File: config.mk
export PLATFORM = sky130hd
export DESIGN_NAME = vc_input_module
export DESIGN_NICKNAME = d
export VERILOG_FILES = /design/src/rtl/ravenoc_pkg.sv /design/src/rtl/vc_input_module_fifo.sv /design/src/rtl/vc_input_module.sv
export SDC_FILE = /design/constraint.sdc
export NUM_CORES = 1
export LEC_CHECK = 0
export CAP_MARGIN = 10
export CORE_MARGIN = 2
export CORE_UTILIZATION = 32
export CTS_BUF_LIST = sky130_fd_sc_hd__clkbuf_8
export CTS_CLUSTER_DIAMETER = 50
export CTS_CLUSTER_SIZE = 10
export DETAILED_ROUTE_END_ITERATION = 10
export GPL_TIMING_DRIVEN = 0
export PLACE_DENSITY_LB_ADDON = 0.2
export RECOVER_POWER = 50
export SETUP_SLACK_MARGIN = 0.4
export SLEW_MARGIN = 20
export SYNTH_ARGS = -nofsm -noshare
export SYNTH_HDL_FRONTEND = slang
export SYNTH_SLANG_ARGS = --single-unit
export TNS_END_PERCENT = 100
File: constraint.sdc
create_clock -name clk -period 9.06 [get_ports clk]
set_input_delay 1.812 -clock clk [delete_from_list [all_inputs] [get_ports clk]]
set_output_delay 1.812 -clock clk [all_outputs]
set_load 0.01 [all_outputs]
File: src/rtl/ravenoc_pkg.sv
`default_nettype none
// ============================================================================
// Module      : ravenoc_pkg
// Description : Shared NoC types: flit layout, link request/response
//               structs, router port directions and the XY route helper.
// Revision    : 1.0 - initial release
// ============================================================================
package ravenoc_pkg;

  localparam int NumVirtChn    = 2;
  localparam int VcWidth       = $clog2(NumVirtChn);
  localparam int FlitWidth     = 34;
  localparam int XWidth        = 2;
  localparam int YWidth        = 2;
  localparam int PktWidth      = 8;
  localparam int FlitDataWidth = FlitWidth - 2 - XWidth - YWidth - PktWidth;
  localparam int BufDepthDef   = 4;

  typedef enum logic [1:0] {
    HEAD_FLIT = 2'd0,
    BODY_FLIT = 2'd1,
    TAIL_FLIT = 2'd2
  } s_flit_type_t;

  typedef enum logic {
    ZeroHighPrior = 1'b0,
    ZeroLowPrior  = 1'b1
  } s_prior_t;

  localparam s_prior_t HighPriority = ZeroLowPrior;

  typedef enum logic [2:0] {
    NORTH = 3'd0,
    SOUTH = 3'd1,
    WEST  = 3'd2,
    EAST  = 3'd3,
    LOCAL = 3'd4
  } s_router_ports_t;

  typedef struct packed {
    s_flit_type_t               type_f;
    logic [XWidth-1:0]          x_dest;
    logic [YWidth-1:0]          y_dest;
    logic [PktWidth-1:0]        pkt_size;
    logic [FlitDataWidth-1:0]   data;
  } s_flit_head_data_t;

  typedef struct packed {
    logic                 valid;
    logic [VcWidth-1:0]   vc_id;
    logic [FlitWidth-1:0] fdata;
  } s_flit_req_t;

  typedef struct packed {
    logic ready;
  } s_flit_resp_t;

  // Dimension-ordered routing: resolve X first, then Y, else deliver locally.
  function automatic s_router_ports_t xy_route(input logic [XWidth-1:0] x_dest,
                                               input logic [YWidth-1:0] y_dest,
                                               input logic [XWidth-1:0] x_cur,
                                               input logic [YWidth-1:0] y_cur);
    s_router_ports_t dir;
    if (x_dest > x_cur)      dir = EAST;
    else if (x_dest < x_cur) dir = WEST;
    else if (y_dest > y_cur) dir = SOUTH;
    else if (y_dest < y_cur) dir = NORTH;
    else                     dir = LOCAL;
    return dir;
  endfunction

endpackage
`default_nettype wire

File: src/rtl/vc_input_module_fifo.sv
`default_nettype none
// ============================================================================
// Module      : vc_fifo
// Description : Single virtual-channel synchronous FIFO with full/empty.
//               Pointers carry an extra wrap bit; read data is the head
//               entry, available combinationally.
// Revision    : 1.0 - initial release
// ============================================================================
module vc_fifo
  import ravenoc_pkg::*;
#(
  parameter int DEPTH = BufDepthDef,
  parameter int WIDTH = FlitWidth
) (
  input  logic             clk,
  input  logic             arst,
  input  logic             wr_en,
  input  logic [WIDTH-1:0] wr_data,
  input  logic             rd_en,
  output logic [WIDTH-1:0] rd_data,
  output logic             full,
  output logic             empty
);

  localparam int AW = $clog2(DEPTH);
  localparam logic [AW:0] c_ptr_one = {{AW{1'b0}}, 1'b1};

  logic [AW:0]      r_wr_ptr;
  logic [AW:0]      r_rd_ptr;
  logic [WIDTH-1:0] r_mem [DEPTH];

  assign empty   = (r_wr_ptr == r_rd_ptr);
  assign full    = (r_wr_ptr[AW-1:0] == r_rd_ptr[AW-1:0]) &&
                   (r_wr_ptr[AW] != r_rd_ptr[AW]);
  assign rd_data = r_mem[r_rd_ptr[AW-1:0]];

  // Pointer advance; a simultaneous push and pop leaves occupancy unchanged.
  always_ff @(posedge clk or posedge arst) begin
    if (arst) begin
      r_wr_ptr <= '0;
      r_rd_ptr <= '0;
    end else begin
      if (wr_en && !full)  r_wr_ptr <= r_wr_ptr + c_ptr_one;
      if (rd_en && !empty) r_rd_ptr <= r_rd_ptr + c_ptr_one;
    end
  end

  // Storage write; contents need no reset because the pointers define validity.
  always_ff @(posedge clk) begin
    if (wr_en && !full) r_mem[r_wr_ptr[AW-1:0]] <= wr_data;
  end

endmodule
`default_nettype wire

File: src/rtl/vc_input_module.sv
`default_nettype none
// ============================================================================
// Module      : vc_input_module
// Description : Router input port. Buffers incoming flits per VC, computes
//               the XY route of head flits, locks the route per VC for the
//               packet duration and offers one flit per cycle to the output
//               module selected by the route.
// Options     : RAVENOC_IN_CHECK_EN - drop protocol-violating flits and
//               raise the sticky err_o flag.
// Revision    : 1.0 - initial release
// ============================================================================
module vc_input_module
  import ravenoc_pkg::*;
#(
  parameter s_router_ports_t PORT_DIR  = NORTH,
  parameter int              BUF_DEPTH = BufDepthDef,
  parameter int              NUM_VC    = NumVirtChn
) (
  input  logic                    clk,
  input  logic                    arst,
  input  logic [XWidth-1:0]       router_x_i,
  input  logic [YWidth-1:0]       router_y_i,
  input  s_flit_req_t             fin_req_i,
  output s_flit_resp_t            fin_resp_o,
  output s_flit_req_t  [4:0]      fout_req_o,
  input  s_flit_resp_t [4:0]      fout_resp_i,
  output logic                    err_o
);

  // Slots beyond NUM_VC are padded as permanently full and empty so that
  // any vc_id value indexes safely.
  localparam int c_vc_slots = 1 << VcWidth;

  logic [c_vc_slots-1:0] w_full;
  logic [c_vc_slots-1:0] w_empty;
  logic [c_vc_slots-1:0] w_wr_en;
  logic [c_vc_slots-1:0] w_rd_en;
  logic [FlitWidth-1:0]  w_rd_data [c_vc_slots];

  logic [c_vc_slots-1:0] lock_ff;
  s_router_ports_t       route_ff [c_vc_slots];
  logic [VcWidth-1:0]    sel_vc_ff;
  logic                  pend_ff;

  logic [VcWidth-1:0]    w_pick_vc;
  logic                  w_pick_found;
  logic [VcWidth-1:0]    w_cur_vc;
  logic                  w_cur_valid;
  s_flit_head_data_t     w_head;
  logic                  w_locked;
  logic                  w_is_head;
  logic                  w_is_tail;
  s_router_ports_t       w_route;
  logic                  w_drop;
  logic                  w_accept;
  logic                  w_deq;
  logic                  w_unused;

  assign fin_resp_o.ready = !arst && !w_full[fin_req_i.vc_id];

  for (genvar v = 0; v < c_vc_slots; v++) begin : g_vc
    if (v < NUM_VC) begin : g_fifo
      assign w_wr_en[v] = fin_req_i.valid && fin_resp_o.ready &&
                          (fin_req_i.vc_id == VcWidth'(v));
      vc_fifo #(
        .DEPTH (BUF_DEPTH),
        .WIDTH (FlitWidth)
      ) u_fifo (
        .clk     (clk),
        .arst    (arst),
        .wr_en   (w_wr_en[v]),
        .wr_data (fin_req_i.fdata),
        .rd_en   (w_rd_en[v]),
        .rd_data (w_rd_data[v]),
        .full    (w_full[v]),
        .empty   (w_empty[v])
      );
    end else begin : g_pad
      assign w_wr_en[v]   = 1'b0;
      assign w_full[v]    = 1'b1;
      assign w_empty[v]   = 1'b1;
      assign w_rd_data[v] = '0;
    end
  end

  // Priority pick among nonempty VCs; the last match in scan order wins.
  always_comb begin
    w_pick_vc    = '0;
    w_pick_found = 1'b0;
    for (int i = 0; i < NUM_VC; i++) begin
      if (!w_empty[(HighPriority == ZeroLowPrior) ? i : (NUM_VC - 1 - i)]) begin
        w_pick_vc    = VcWidth'((HighPriority == ZeroLowPrior) ? i : (NUM_VC - 1 - i));
        w_pick_found = 1'b1;
      end
    end
  end

  assign w_cur_vc    = pend_ff ? sel_vc_ff : w_pick_vc;
  assign w_cur_valid = pend_ff || w_pick_found;
  assign w_head      = s_flit_head_data_t'(w_rd_data[w_cur_vc]);
  assign w_locked    = lock_ff[w_cur_vc];
  assign w_is_head   = (w_head.type_f == HEAD_FLIT);
  assign w_is_tail   = (w_head.type_f == TAIL_FLIT);
  assign w_route     = w_locked ? route_ff[w_cur_vc]
                                : xy_route(w_head.x_dest, w_head.y_dest,
                                           router_x_i, router_y_i);

`ifdef RAVENOC_IN_CHECK_EN
  logic err_ff;

  assign w_drop = w_cur_valid &&
                  ((w_is_head && w_locked) ||
                   (!w_is_head && !w_locked) ||
                   (w_is_head && !w_locked && (w_route == PORT_DIR)));
  assign err_o  = err_ff;

  // Sticky error flag, cleared only by reset.
  always_ff @(posedge clk or posedge arst) begin
    if (arst)        err_ff <= 1'b0;
    else if (w_drop) err_ff <= 1'b1;
  end
`else
  assign w_drop = 1'b0;
  assign err_o  = 1'b0;
`endif

  // Payload bits are never inspected here; the U-turn compare is only
  // consumed by the checking build.
  assign w_unused = ^{w_head.data, (w_route == PORT_DIR)};

  // Egress: drive only the routed output; dropped flits are consumed silently.
  always_comb begin
    fout_req_o = '0;
    w_accept   = 1'b0;
    w_rd_en    = '0;
    if (w_cur_valid && !w_drop) begin
      fout_req_o[w_route].valid = 1'b1;
      fout_req_o[w_route].vc_id = w_cur_vc;
      fout_req_o[w_route].fdata = w_rd_data[w_cur_vc];
      w_accept                  = fout_resp_i[w_route].ready;
    end
    w_deq = w_accept || (w_cur_valid && w_drop);
    if (w_deq) w_rd_en[w_cur_vc] = 1'b1;
  end

  // Selection hold and per-VC route lock bookkeeping.
  always_ff @(posedge clk or posedge arst) begin
    if (arst) begin
      lock_ff   <= '0;
      sel_vc_ff <= '0;
      pend_ff   <= 1'b0;
      for (int i = 0; i < c_vc_slots; i++) route_ff[i] <= NORTH;
    end else begin
      if (w_cur_valid) sel_vc_ff <= w_cur_vc;
      pend_ff <= w_cur_valid && !w_deq;
      if (w_accept) begin
        if (w_is_head && (w_head.pkt_size != '0)) begin
          lock_ff[w_cur_vc]  <= 1'b1;
          route_ff[w_cur_vc] <= w_route;
        end
        if (w_is_tail) lock_ff[w_cur_vc] <= 1'b0;
      end
    end
  end

endmodule
`default_nettype wire
# Word-level counts from Yosys, hierarchy flattened

Memories as Yosys holds them, arrays and structs flattened.
Cells that the tools add are included.

Register bits after elaboration: 22
RAM bits: 272
Input port bits: 47
Output and inout port bits: 182
Memories kept: 2

Add/subtract/negate cells: 4
Order comparisons: 11
Eq/ne operators: 7
Muxes and demuxes: 44
Bitwise operators: 5
Reductions and logical operators: 26

Memory list:

| name                        | depth | width | rd ports | clocked after memory_dff | wr ports | RTL line                   | text |
|---|---|---|---|---|---|---|---|
| g_vc[0].g_fifo.u_fifo.r_mem | 4     | 34    | 1        | 0                        | 1        | vc_input_module_fifo.sv:30 | `logic [WIDTH-1:0] r_mem [DEPTH];` |
| g_vc[1].g_fifo.u_fifo.r_mem | 4     | 34    | 1        | 0                        | 1        | vc_input_module_fifo.sv:30 |  |

Operators with widths:

| kind                                                               | number |
|---|---|
| bitwise mux 180 bit                                                | 2 |
| demux 36 bit (select 3 bit)                                        | 3 |
| two-way mux 180 bit                                                | 1 |
| two-way mux 34 bit                                                 | 4 |
| two-way mux 36 bit                                                 | 1 |
| two-way mux 35 bit                                                 | 1 |
| two-way mux 3 bit                                                  | 9 |
| logical AND 1 bit                                                  | 15 |
| two-way mux 1 bit                                                  | 15 |
| adder 3 x 1 -> 3 bit (second input constant)                       | 4 |
| two-way mux 2 bit                                                  | 4 |
| nonzero test 8 bit                                                 | 1 |
| logical NOT 1 bit                                                  | 7 |
| bitwise mux 6 bit                                                  | 1 |
| equality test 3 bit                                                | 2 |
| equality test 2 bit                                                | 2 |
| greater-than comparator 2 bit                                      | 2 |
| less-than comparator 1 x 2 -> 1 bit (second input constant)        | 2 |
| less-than comparator 2 bit                                         | 2 |
| less-than comparator 3 x 4 -> 1 bit (second input constant)        | 1 |
| binary-select mux 1 bit (select 3 bit)                             | 1 |
| demux 3 bit (select 1 bit)                                         | 1 |
| greater-or-equal comparator 3 x 1 -> 1 bit (second input constant) | 1 |
| bitwise AND 2 bit                                                  | 1 |
| 13 further kinds                                                   | 14 |

# Depth between registers and ports, before layout

Gate-level depths: netlist (run 1).

Word-level depth: 20
Gate-level depth with buffers: 17

# By module

Synthesis (run 1) repeated with hierarchy kept, for this count alone.

Cell total of the unflattened synthesis: 790
Area total of the unflattened synthesis: 12872.3 um^2

Modules (own cells, without submodules):

| module                          | times used | cells each | area each (um^2) |
|---|---|---|---|
| vc_fifo (g_vc[1].g_fifo.u_fifo) | 1          | 227        | 5434.0 |
| vc_fifo (g_vc[0].g_fifo.u_fifo) | 1          | 227        | 5417.7 |
| vc_input_module                 | 1          | 336        | 2020.7 |

# Least setup slack after synthesis (run 1)

No wires, ideal clock.

Path type: flip-flop to output port
Start point: reg g_vc[1].g_fifo.u_fifo.r_rd_ptr[0]
End point: out fout_req_o[102] in the netlist's numbering
Arrival: 4.298 ns
Path slack: 2.950 ns
Stages on the path, launching flop included: 18
Cell sequence: dfrtp_1 > buf_6 > xor2_1 > o41ai_4 > buf_2 > buf_1 > mux2i_1 > inv_1 > ha_1 > nand2_1 > a211oi_1 > o31a_1 > a21oi_2 > nand2b_1 > or2_2 > clkbuf_1 > clkbuf_1 > nor2_1

RTL lines:

| item                   | RTL line                   | text |
|---|---|---|
| from (decl)            | vc_input_module_fifo.sv:29 | `logic [AW:0] r_rd_ptr;` |
| from (signal assigned) | vc_input_module_fifo.sv:44 | `if (rd_en && !empty) r_rd_ptr <= r_rd_ptr + c_ptr_one;` |
| to (decl)              | vc_input_module.sv:25      | `output s_flit_req_t [4:0] fout_req_o,` |

==> flow_summary.yaml, run 1 <==
route:
  avgViaCountPerCell: 4.83
  ant_nets: 0
  first_pass_iters: 5
  met3_length_um: 1970
  wl_per_cell_um: 23.0
  route.layer.met1.wl_um: 16000
  first_iter_violations: 662
  wl_met2_um: 17900
  wl_um: 36300
  drc: 0
  routed.top_layer: "met5"
  vias: 7603
logic_synthesis:
  synth_edf_count: 272
  syn_area_um2: 12500
  syn_nets: 832
  synthArstFlopShare_pct: 7.48
  synth_cells: 771
  synth_cell_type_count: 51
  seq_area_frac_synth_pct: 69.5
  ys.flop_type: "edfxtp_1"
  syn-mean-instance-area_um2: 16.3
  ys_ff_latch: 294
  yosys_warnings: 0
sta:
  finalClockSkew_ns: 0.0249
  finalCritPeriodShare_pct: 91.5
  drv_slew: 141
  max_slew.worst_pin.slew_ns: 3.15
  setup_violations: 0
  hold_slack_ns: 0.482
  fmax_mhz: 121
  rsz0062_at_grt: "no"
  fin_crit_ns: 8.29
  hold_violations: 0
  tns_ns: 0
  slew_headroom_pct: -110
placement:
  portBuffers: 227
  gp_congestion: 0.786
  place_hpwl_um: 23800
  place_area_um2: 15500
worst_setup_path:
  worstReg2RegStart: "g_vc[1].g_fifo.u_fifo.r_rd_ptr[0]"
  critical_path_arrival_ns: 6.48
  rrSetupSlack_ns: 3.48
  reg2reg_depth: 15
  worst_path_max_delay_cell: "mux2i_2"
  rr_endpoint: "route_ff[4]"
  crit_family: "buffers and inverters"
  crit_fanout: 10
  path_buf_inv: 6
  slowest_delay_ns: 0.78
  cp.required_ns: 7.25
  crit_type: "reg -> out"
  cp_num_cells: 17
  endpoint_kind: "primary output"
  critPathLaunchType: "register"
  cp_cell_sequence: "buf_6 -> xor2_1 -> o41ai_4 -> buf_2 -> buf_2 -> mux2i_2 -> ha_1 -> nand2_1 -> o22ai_1 -> o31a_1 -> a21oi_2 -> nand2_1 -> or2_2 -> clkbuf_1 -> clkbuf_2 -> nor2_1 -> clkdlybuf4s50_1"
cells_and_area:
  finish.net_count: 1097
  fin_area_um2: 16200
  drive_above_1_share_pct: 15.2
  fin_util_pct: 41.9
  syn_to_final_growth_pct: 29.1
cts:
  cts_tree: "built"
  root_buffer: "clkbuf_8"
  postCtsSetupRepairBufs: 0
  numCtsBuffers: 38
  htreeDepth: 2
  cts_max_path_buffers: 3
  clk_pin_slew_ns: 0.07
  ctsHoldBuffers: 0
  cts_sinks: 294
  insertion_delay_ns: 0.53
hold_path:
  worst_hold_path.endpoint: "sel_vc_ff"
  whs_path_depth: 2
  min-delay-start: "sel_vc_ff"
  hold_path.class: "reg -> reg"
floorplan:
  pin_count: 229
  die_y_um: 202
  initial_core_util_pct: 32.4
  dieArea_um2: 40800
  core_um2: 38600
  chipWidth_um: 202
  rows: 72
flow_run:
  max-cap-violations: 4
global_route:
  antenna_found_initial: 6
  overflow: 0
  grt_max_degree: 36
  grt_pass1_vias: 7731
  grtUsageTotal_pct: 17.7
  grt_pass1_wl_um: 52600
power:
  p_leak_nw: 5.38
  power_density_nw_per_um2: 372
  ir_worst_vdd_uv: 153
status:
  violations: "max-capacitance violations, max-slew violations"
  status: "complete, but fails checks"
==> worst max path at each step <==
stage | from | to | slack [ns]
6_report | g_vc[1].g_fifo.u_fifo.r_rd_ptr[0] | fout_req_o[131] | 0.77
5_1_grt | g_vc[1].g_fifo.u_fifo.r_rd_ptr[0] | fout_req_o[79] | 0.43
4_1_cts | g_vc[1].g_fifo.u_fifo.r_rd_ptr[1] | fout_req_o[131] | 0.40
3_5_place_dp | g_vc[1].g_fifo.u_fifo.r_rd_ptr[1] | fout_req_o[79] | 0.23
3_3_place_gp | g_vc[1].g_fifo.u_fifo.r_rd_ptr[1] | fout_req_o[79] | 0.24
2_1_floorplan | g_vc[1].g_fifo.u_fifo.r_rd_ptr[0] | fout_req_o[102] | 2.95
==> layout by cell type (no fill, tap or decap), drive strengths merged, types with 22 or more instances in the layout <==
cell           netlist  final
mux4                68     68
inv                 15     22
nor2               181    181
mux2i               35     35
edfxtp             272    272
clkbuf              23     65
clkdlybuf4s50        0    192
dfrtp               22     22
dlygate4sd3          0     35
==> layer usage <==
layer  GRT usage (%)  vias up
met2            29.7      230
li1                -     3425
met5               0        -
met1            24.0     3906
met4            3.68        2
met3            3.26       40
==> where the power goes <==
part	switching [mW]	internal [mW]
sequential	0.0512	1.62
clock	0.468	0.459
combinational	1.92	1.50
total	2.44	3.58
==> through the flow <==
step / power, mW / std cells / setup slack (ns)
3_5_place_dp: 5.14 / 1516 / 0.232
2_1_floorplan: 3.41 / 771 / 2.95
5_1_grt: 6.35 / 1573 / 0.426
3_3_place_gp: 5.14 / 1516 / 0.244
6_report: 6.02 / 1575 / 0.767
4_1_cts: 6.08 / 1572 / 0.401
==> cell usage after synthesis (all sizes together) (2+ instances only) <==
cell | instances | area share, %
a211oi | 2 | 0.16
a21boi | 2 | 0.12
a21oi | 6 | 0.27
and2 | 8 | 0.40
and4 | 2 | 0.14
buf | 22 | 0.86
clkbuf | 23 | 0.69
dfrtp | 22 | 4.4
edfxtp | 272 | 65
ha | 14 | 1.4
inv | 15 | 0.45
mux2 | 10 | 0.90
mux2i | 35 | 2.8
mux4 | 68 | 12
nand2 | 21 | 0.63
nand2b | 5 | 0.25
nand3 | 3 | 0.12
nand4 | 2 | 0.10
nor2 | 181 | 5.4
nor2b | 2 | 0.10
nor3 | 6 | 0.24
nor4 | 5 | 0.25
o21a | 2 | 0.12
o21ai | 3 | 0.12
o31ai | 2 | 0.12
or2 | 6 | 0.30
or3 | 2 | 0.10
xnor2 | 6 | 0.42
xor2 | 8 | 0.56
==> state kept, by name, indices dropped and copies added (netlist names), named ones only <==
| name | flops |
|---|---|
| route_ff | 6 |
| pend_ff | 1 |
| g_vc.g_fifo.u_fifo.r_wr_ptr | 6 |
| sel_vc_ff | 1 |
| g_vc.g_fifo.u_fifo.r_rd_ptr | 6 |
| g_vc.g_fifo.u_fifo.r_mem | 272 |
==> cell families (layout without fill, tap and decap cells) <==
logic type                 count (synthesis)  in the layout  synth area share, %
buffers and inverters                     60            343                 2.00
adders and majority gates                 14             14                 1.40
xor gates and xnor gates                  14             14                0.978
other                                      1              4               0.0299
muxes                                    113            113                 15.9
AOI/OAI and AO/OA                         26             26                 1.71
and+or+nand+nor                          249            249                 8.45
DFF                                      294            294                 69.5
==> worst register-to-register path: cells and delay by family, from the launching register on <==
kind            cells  cell delay, ns
xor+xnor            1            0.20
compound gates      5            1.69
mux                 3            1.49
flops               1            0.39
buf+inv             3            0.86
fa+ha+maj           1            0.39
simple gates        2            0.43
==> cell type report <==
cell class	count	area [um2]
Timing Repair Buffer	227	2270
Tap cell	518	648
Inverter	15	56.3
Fill cell	3504	22500
Clock inverter	15	96.3
Multi-Input combinational cell	417	3610
Antenna cell	3	7.51
Clock buffer	43	592
Sequential cell	294	8720
Buffer	43	190
==> repair_timing <==
action,4_1_cts,5_1_grt
pin swaps,0,1
resized for setup,3,6
setup endpoints to repair,165,104
Note: power is estimated with default switching activity, not from simulation.
==> run 2: changes to the inputs <==
--- a/config.mk
+++ b/config.mk
@@ -6,10 +6,10 @@
 export NUM_CORES = 1
 export LEC_CHECK = 0
 export CAP_MARGIN = 10
+export CORE_ASPECT_RATIO = 0.5
 export CORE_MARGIN = 2
 export CORE_UTILIZATION = 32
 export CTS_BUF_LIST = sky130_fd_sc_hd__clkbuf_8
-export CTS_CLUSTER_DIAMETER = 50
 export CTS_CLUSTER_SIZE = 10
 export DETAILED_ROUTE_END_ITERATION = 10
 export GPL_TIMING_DRIVEN = 0
==> run 2 against run 1 <==
  * The run still ends with max-capacitance violations, max-slew violations left
  * Sequential power about the same
  * Register-to-register slack better by 0.16 ns
  * Cell area up 1.1%
  * Flip-flop and latch count unchanged
  * Non-clock buffer count up 9
  * Power up 0.79%
  * Clock power up 4.2%
  * Die area up 0.24%
  * First-iteration DRC count up 4.7%
  * Sequential share of layout area down 0.56 points
==> flow_summary.yaml, run 2 (same netlist as run 1, synthesis figures left out) <==
status:
  violations: "max-capacitance violations, max-slew violations"
  status: "complete, but fails checks"
cells_and_area:
  stdcell_count: 1616
  fillCellCount: 3570
  finish.net_count: 1114
  largest_register_ffs: 272
  drive_above_1_share_pct: 15.6
  syn_to_final_growth_pct: 30.5
  final_cell_mix: "edfxtp_1, clkdlybuf4s50_1, nor2_1"
  final_common_cell: "edfxtp_1"
worst_setup_path:
  critPathLaunchType: "register"
  reg2reg_depth: 16
  rr_endpoint: "route_ff[4]"
  path_buf_inv: 7
  crit_fanout: 10
  critical_path_arrival_ns: 6.25
  cp.required_ns: 7.25
  rrSetupSlack_ns: 3.64
  slowest_delay_ns: 0.56
  worst_path_max_delay_cell: "clkdlybuf4s50_1"
  cp_cell_sequence: "buf_6 -> xor2_1 -> o41ai_4 -> buf_2 -> buf_2 -> mux2i_4 -> inv_1 -> ha_1 -> nand2_1 -> o22ai_1 -> o31a_1 -> a21oi_2 -> nand2_1 -> or2_2 -> clkbuf_1 -> clkbuf_1 -> nor2_1 -> clkdlybuf4s50_1"
  worstReg2RegStart: "g_vc[1].g_fifo.u_fifo.r_rd_ptr[0]"
  crit_family: "buffers and inverters"
  crit_type: "reg -> out"
  endpoint_kind: "primary output"
floorplan:
  core_um2: 38700
  pin_count: 229
  rows: 51
  initial_core_util_pct: 32.4
  die_y_um: 144
  chipWidth_um: 284
  dieArea_um2: 40900
sta:
  fin_crit_ns: 8.06
  finalCritPeriodShare_pct: 89.0
  rsz0062_at_grt: "no"
  slew_headroom_pct: -23.2
  hold_violations: 0
  drv_slew: 71
  tns_ns: 0
  fmax_mhz: 124
  setup_violations: 0
  hold_slack_ns: 0.485
  finalClockSkew_ns: 0.0209
  max_slew.worst_pin.slew_ns: 1.85
cts:
  cts_max_path_buffers: 3
  clk_pin_slew_ns: 0.07
  ctsHoldBuffers: 0
  cts_sinks: 294
  numCtsBuffers: 46
  cts_tree: "built"
  insertion_delay_ns: 0.56
  root_buffer: "clkbuf_8"
  htreeDepth: 2
hold_path:
  hold_path.class: "reg -> reg"
  whs_path_depth: 2
  min-delay-start: "sel_vc_ff"
  worst_hold_path.endpoint: "sel_vc_ff"
power:
  p_leak_nw: 5.52
  power_density_nw_per_um2: 371
  ir_worst_vdd_uv: 145
global_route:
  grt_pass1_vias: 7821
  overflow: 0
  grt_pass1_wl_um: 52100
  grt_max_degree: 36
  grtUsageTotal_pct: 17.5
  antenna_found_initial: 3
placement:
  gp_congestion: 0.787
  place_hpwl_um: 24000
  dp_cells: 1533
  portBuffers: 227
route:
  avgViaCountPerCell: 4.85
  ant_nets: 0
  first_pass_iters: 5
  vias: 7845
  first_iter_violations: 693
  wl_um: 36100
  drc: 0
  wl_per_cell_um: 22.3
flow_run:
  max-cap-violations: 3
-- run 2: changes by cell type in the layout (fill, tap and decap cells not counted), moves of 3 or more --
cell and delta:
inv_1 +15, clkinv_1 +7, clkbuf_1 +4, clkbuf_2 +4
buf_1 -3, clkbuf_8 +3
-- run 2: per-layer routing --
layer	GRT usage (%)	part of all wire, %	wire [um]	vias up
met5	0	0	0	-
met4	4.85	1.6	586	0
met3	3.56	5.3	1920	52
met2	30.4	51	18200	244
met1	22.6	43	15300	4067
li1	-	-	-	3482
-- run 2: timing repair --
action / CTS / global route
endpoints found under the setup margin: 130 / 132
buffers inserted: 0 / 2
pin swaps: 0 / 1
resized for setup: 4 / 9
-- run 2: layout make-up --
cell class	instances	area, um2	share of cell area (%)
Tap cell	530	663	4.05
Multi-Input combinational cell	417	3630	22.2
Antenna cell	1	2.50	0.0153
Inverter	15	56.3	0.344
Buffer	45	204	1.25
Timing Repair Buffer	234	2320	14.2
Clock inverter	34	134	0.818
Sequential cell	294	8720	53.3
Clock buffer	46	633	3.87
-- run 2: power breakdown --
group	internal, mW	switching [mW]
logic	1.52	1.91
clock network	0.470	0.496
registers	1.61	0.0490
-- run 2: worst min-delay path, cell delays in order, from the launching register on --
cell,delay (ns)
dfrtp_1,0.34
nand2_1,0.05
nand2_1,0.07
-- run 2: how the worst max path moves through the flow --
stage,start,endpoint,slack [ns],depth (start not counted)
CTS,g_vc[1].g_fifo.u_fifo.r_rd_ptr[1],fout_req_o[99],0.43,18
global placement,g_vc[1].g_fifo.u_fifo.r_rd_ptr[1],fout_req_o[102],0.42,17
finish,g_vc[1].g_fifo.u_fifo.r_rd_ptr[0],fout_req_o[114],1.0,18
floorplan,g_vc[1].g_fifo.u_fifo.r_rd_ptr[0],fout_req_o[102],2.95,17
detailed placement,g_vc[1].g_fifo.u_fifo.r_rd_ptr[1],fout_req_o[102],0.73,17
global route,g_vc[0].g_fifo.u_fifo.r_rd_ptr[0],fout_req_o[128],0.60,16
-- run 2: per-stage QoR --
step           worst slack (ns)  util [%]  total power, mW  cell area [um2]
3_5_place_dp              0.729      40.3             5.11            15600
6_report                  0.996      42.2             6.06            16400
3_3_place_gp              0.424      39.9             5.07            15500
2_1_floorplan              2.95         -             3.41            12500
5_1_grt                   0.602      42.2             6.40            16400
4_1_cts                   0.432      42.3             6.10            16400
==> run 3: changes to the inputs <==
--- a/config.mk
+++ b/config.mk
@@ -16,7 +16,6 @@
 export PLACE_DENSITY_LB_ADDON = 0.2
 export RECOVER_POWER = 50
 export SETUP_SLACK_MARGIN = 0.4
-export SLEW_MARGIN = 20
 export SYNTH_ARGS = -nofsm -noshare
 export SYNTH_HDL_FRONTEND = slang
 export SYNTH_SLANG_ARGS = --single-unit
==> constraint.sdc (replaced) <==
create_clock -name clk -period 9.06 [get_ports clk]
set_input_delay 1.812 -clock clk [delete_from_list [all_inputs] [get_ports clk]]
set_output_delay 1.812 -clock clk [all_outputs]
set_load 0.005 [all_outputs]
==> run 3 against run 2 <==
  * The flow still finishes with violations (max-capacitance violations, max-slew violations)
  * Core utilization is 0.28 points higher
  * Register-to-register slack lost 0.26 ns
  * Setup slack lost 0.21 ns
  * Non-clock buffer count increased by 2
  * Routed wire length shrank 0.50%
  * Cell area rose by 0.67%
  * Largest cell class unchanged
  * Largest power group unchanged
==> flow_summary.yaml, run 3 (same netlist as run 1, synthesis figures left out) <==
worst_setup_path:
  critical_path_arrival_ns: 6.46
  crit_fanout: 10
  cp_cell_sequence: "buf_2 -> xor2_1 -> o41ai_4 -> buf_2 -> buf_2 -> mux2i_2 -> ha_1 -> nand2_1 -> o22ai_1 -> o31a_1 -> a21oi_2 -> nand2b_1 -> or2_2 -> clkbuf_1 -> buf_2 -> nor2_1 -> clkdlybuf4s50_1"
  worstReg2RegStart: "g_vc[1].g_fifo.u_fifo.r_rd_ptr[1]"
  critPathLaunchType: "register"
  cp.required_ns: 7.25
  startpoint: "g_vc[1].g_fifo.u_fifo.r_rd_ptr[1]"
  worst_path_max_delay_cell: "mux2i_2"
  crit_type: "reg -> out"
  slowest_delay_ns: 0.66
  endpoint_kind: "primary output"
  cp_common_cell: "buf_2"
sta:
  setup_slack_ns: 0.784
  setup_violations: 0
  tns_ns: 0
  finalClockSkew_ns: 0.0165
  drv_slew: 84
  slew_headroom_pct: -43.3
  max_slew.worst_pin.slew_ns: 2.15
  hold_violations: 0
  finalCritPeriodShare_pct: 91.4
  fin_crit_ns: 8.28
  fmax_mhz: 121
  rsz0062_at_grt: "no"
placement:
  gp_congestion: 0.787
  place_area_um2: 15700
  portBuffers: 227
  dpl_worst_slack_ns: 0.468
  place_hpwl_um: 24800
route:
  first_iter_violations: 659
  avgViaCountPerCell: 4.79
  first_pass_iters: 4
  wl_um: 35900
  drc: 0
  wl_per_cell_um: 22.2
  ant_nets: 0
  vias: 7742
status:
  violations: "max-capacitance violations, max-slew violations"
  status: "complete, but fails checks"
cells_and_area:
  final_common_cell: "edfxtp_1"
  largest_register_ffs: 272
  fin_area_um2: 16500
  fillCellCount: 3514
  final_cell_mix: "edfxtp_1, clkdlybuf4s50_1, nor2_1"
  fin_util_pct: 42.5
  finish.net_count: 1115
  syn_to_final_growth_pct: 31.4
  drive_above_1_share_pct: 16.1
floorplan:
  chipWidth_um: 284
  die_y_um: 144
  dieArea_um2: 40900
  initial_core_util_pct: 32.4
  pin_count: 229
  core_um2: 38700
  rows: 51
cts:
  cts_sinks: 294
  htreeDepth: 2
  clk_pin_slew_ns: 0.06
  root_buffer: "clkbuf_8"
  cts_tree: "built"
  insertion_delay_ns: 0.56
  numCtsBuffers: 45
  cts_max_path_buffers: 3
power:
  p_leak_nw: 5.53
  power_density_nw_per_um2: 360
  ir_worst_vdd_uv: 128
hold_path:
  hold_path.class: "reg -> reg"
  min-delay-start: "sel_vc_ff"
global_route:
  grtUsageTotal_pct: 17.3
  grt_max_degree: 28
  overflow: 0
  grt_pass1_vias: 7743
  grt_pass1_wl_um: 51400
  antenna_found_initial: 1
flow_run:
  max-cap-violations: 3
-- run 3: cell types whose count changed in the layout (fill, tap and decap cells not counted), sizes merged --
cell | before | now
bufinv | 0 | 2
clkbuf | 76 | 74
inv | 38 | 29
buf | 22 | 27
clkinv | 11 | 14
-- run 3: worst paths after layout --
kind                                                      to  cells past startpoint  slack, ns
max reg2reg                                      route_ff[3]                     15       3.38
max in group asynchronous                        route_ff[5]                      2       6.56
min in group asynchronous  g_vc[1].g_fifo.u_fifo.r_wr_ptr[1]                      2       1.93
min reg2reg                                        sel_vc_ff                      2       0.48
min                                                sel_vc_ff                      2       0.48
max                                           fout_req_o[11]                     17       0.78
-- run 3: timing repair --
item,CTS,global route
pin swaps,0,0
resized for setup,3,10
endpoints found under the setup margin,160,148
buffers inserted,0,0
hold buffers,0,0
-- run 3: worst max-delay path, delay by kind of cell (launching register included) --
family	cells	cell delay [ns]
adders and majority gates	1	0.37
DFF	1	0.37
buffers and inverters	6	2.39
muxes	1	0.66
and+or+nand+nor	4	0.46
xor gates and xnor gates	1	0.24
AOI/OAI and AO/OA	4	1.39
-- run 3: stage by stage --
step	total power [mW]	hold slack (ns)	instances
global placement	4.88	0.453	1528
floorplan	3.22	0.438	771
detailed placement	4.92	0.472	1537
CTS	5.98	0.486	1614
finish	5.93	0.482	1615
global route	6.27	0.504	1614
-- run 3: routing by layer --
metal	vias to the layer above	part of all wire, %	track usage (%)	wire, um
met3	57	4.7	3.14	1690
met4	0	2.1	5.04	763
met1	4015	43	22.4	15300
met2	197	51	30.2	18100
met5	-	0	0	0
li1	3473	-	-	-
-- run 3: power by group --
part           total [mW]  leakage [nW]  internal, mW  switching [mW]
Sequential           1.66          2.72          1.61          0.0482
Combinational        3.23          2.34          1.51            1.71
Clock                1.04         0.476         0.536           0.503
Total                5.93          5.53          3.66            2.26
-- run 3: layout make-up --
cell class                 count  area (um2)  share of cell area (%)
clock buffer                  47         647                    3.93
sequential                   294        8720                    52.9
antenna                        1        2.50                  0.0152
inverter                      15        56.3                   0.342
clock inverter                30         178                    1.08
multi-input combinational    417        3610                    21.9
timing repair buffer         236        2400                    14.6
buffer                        45         199                    1.21
tap                          530         663                    4.03
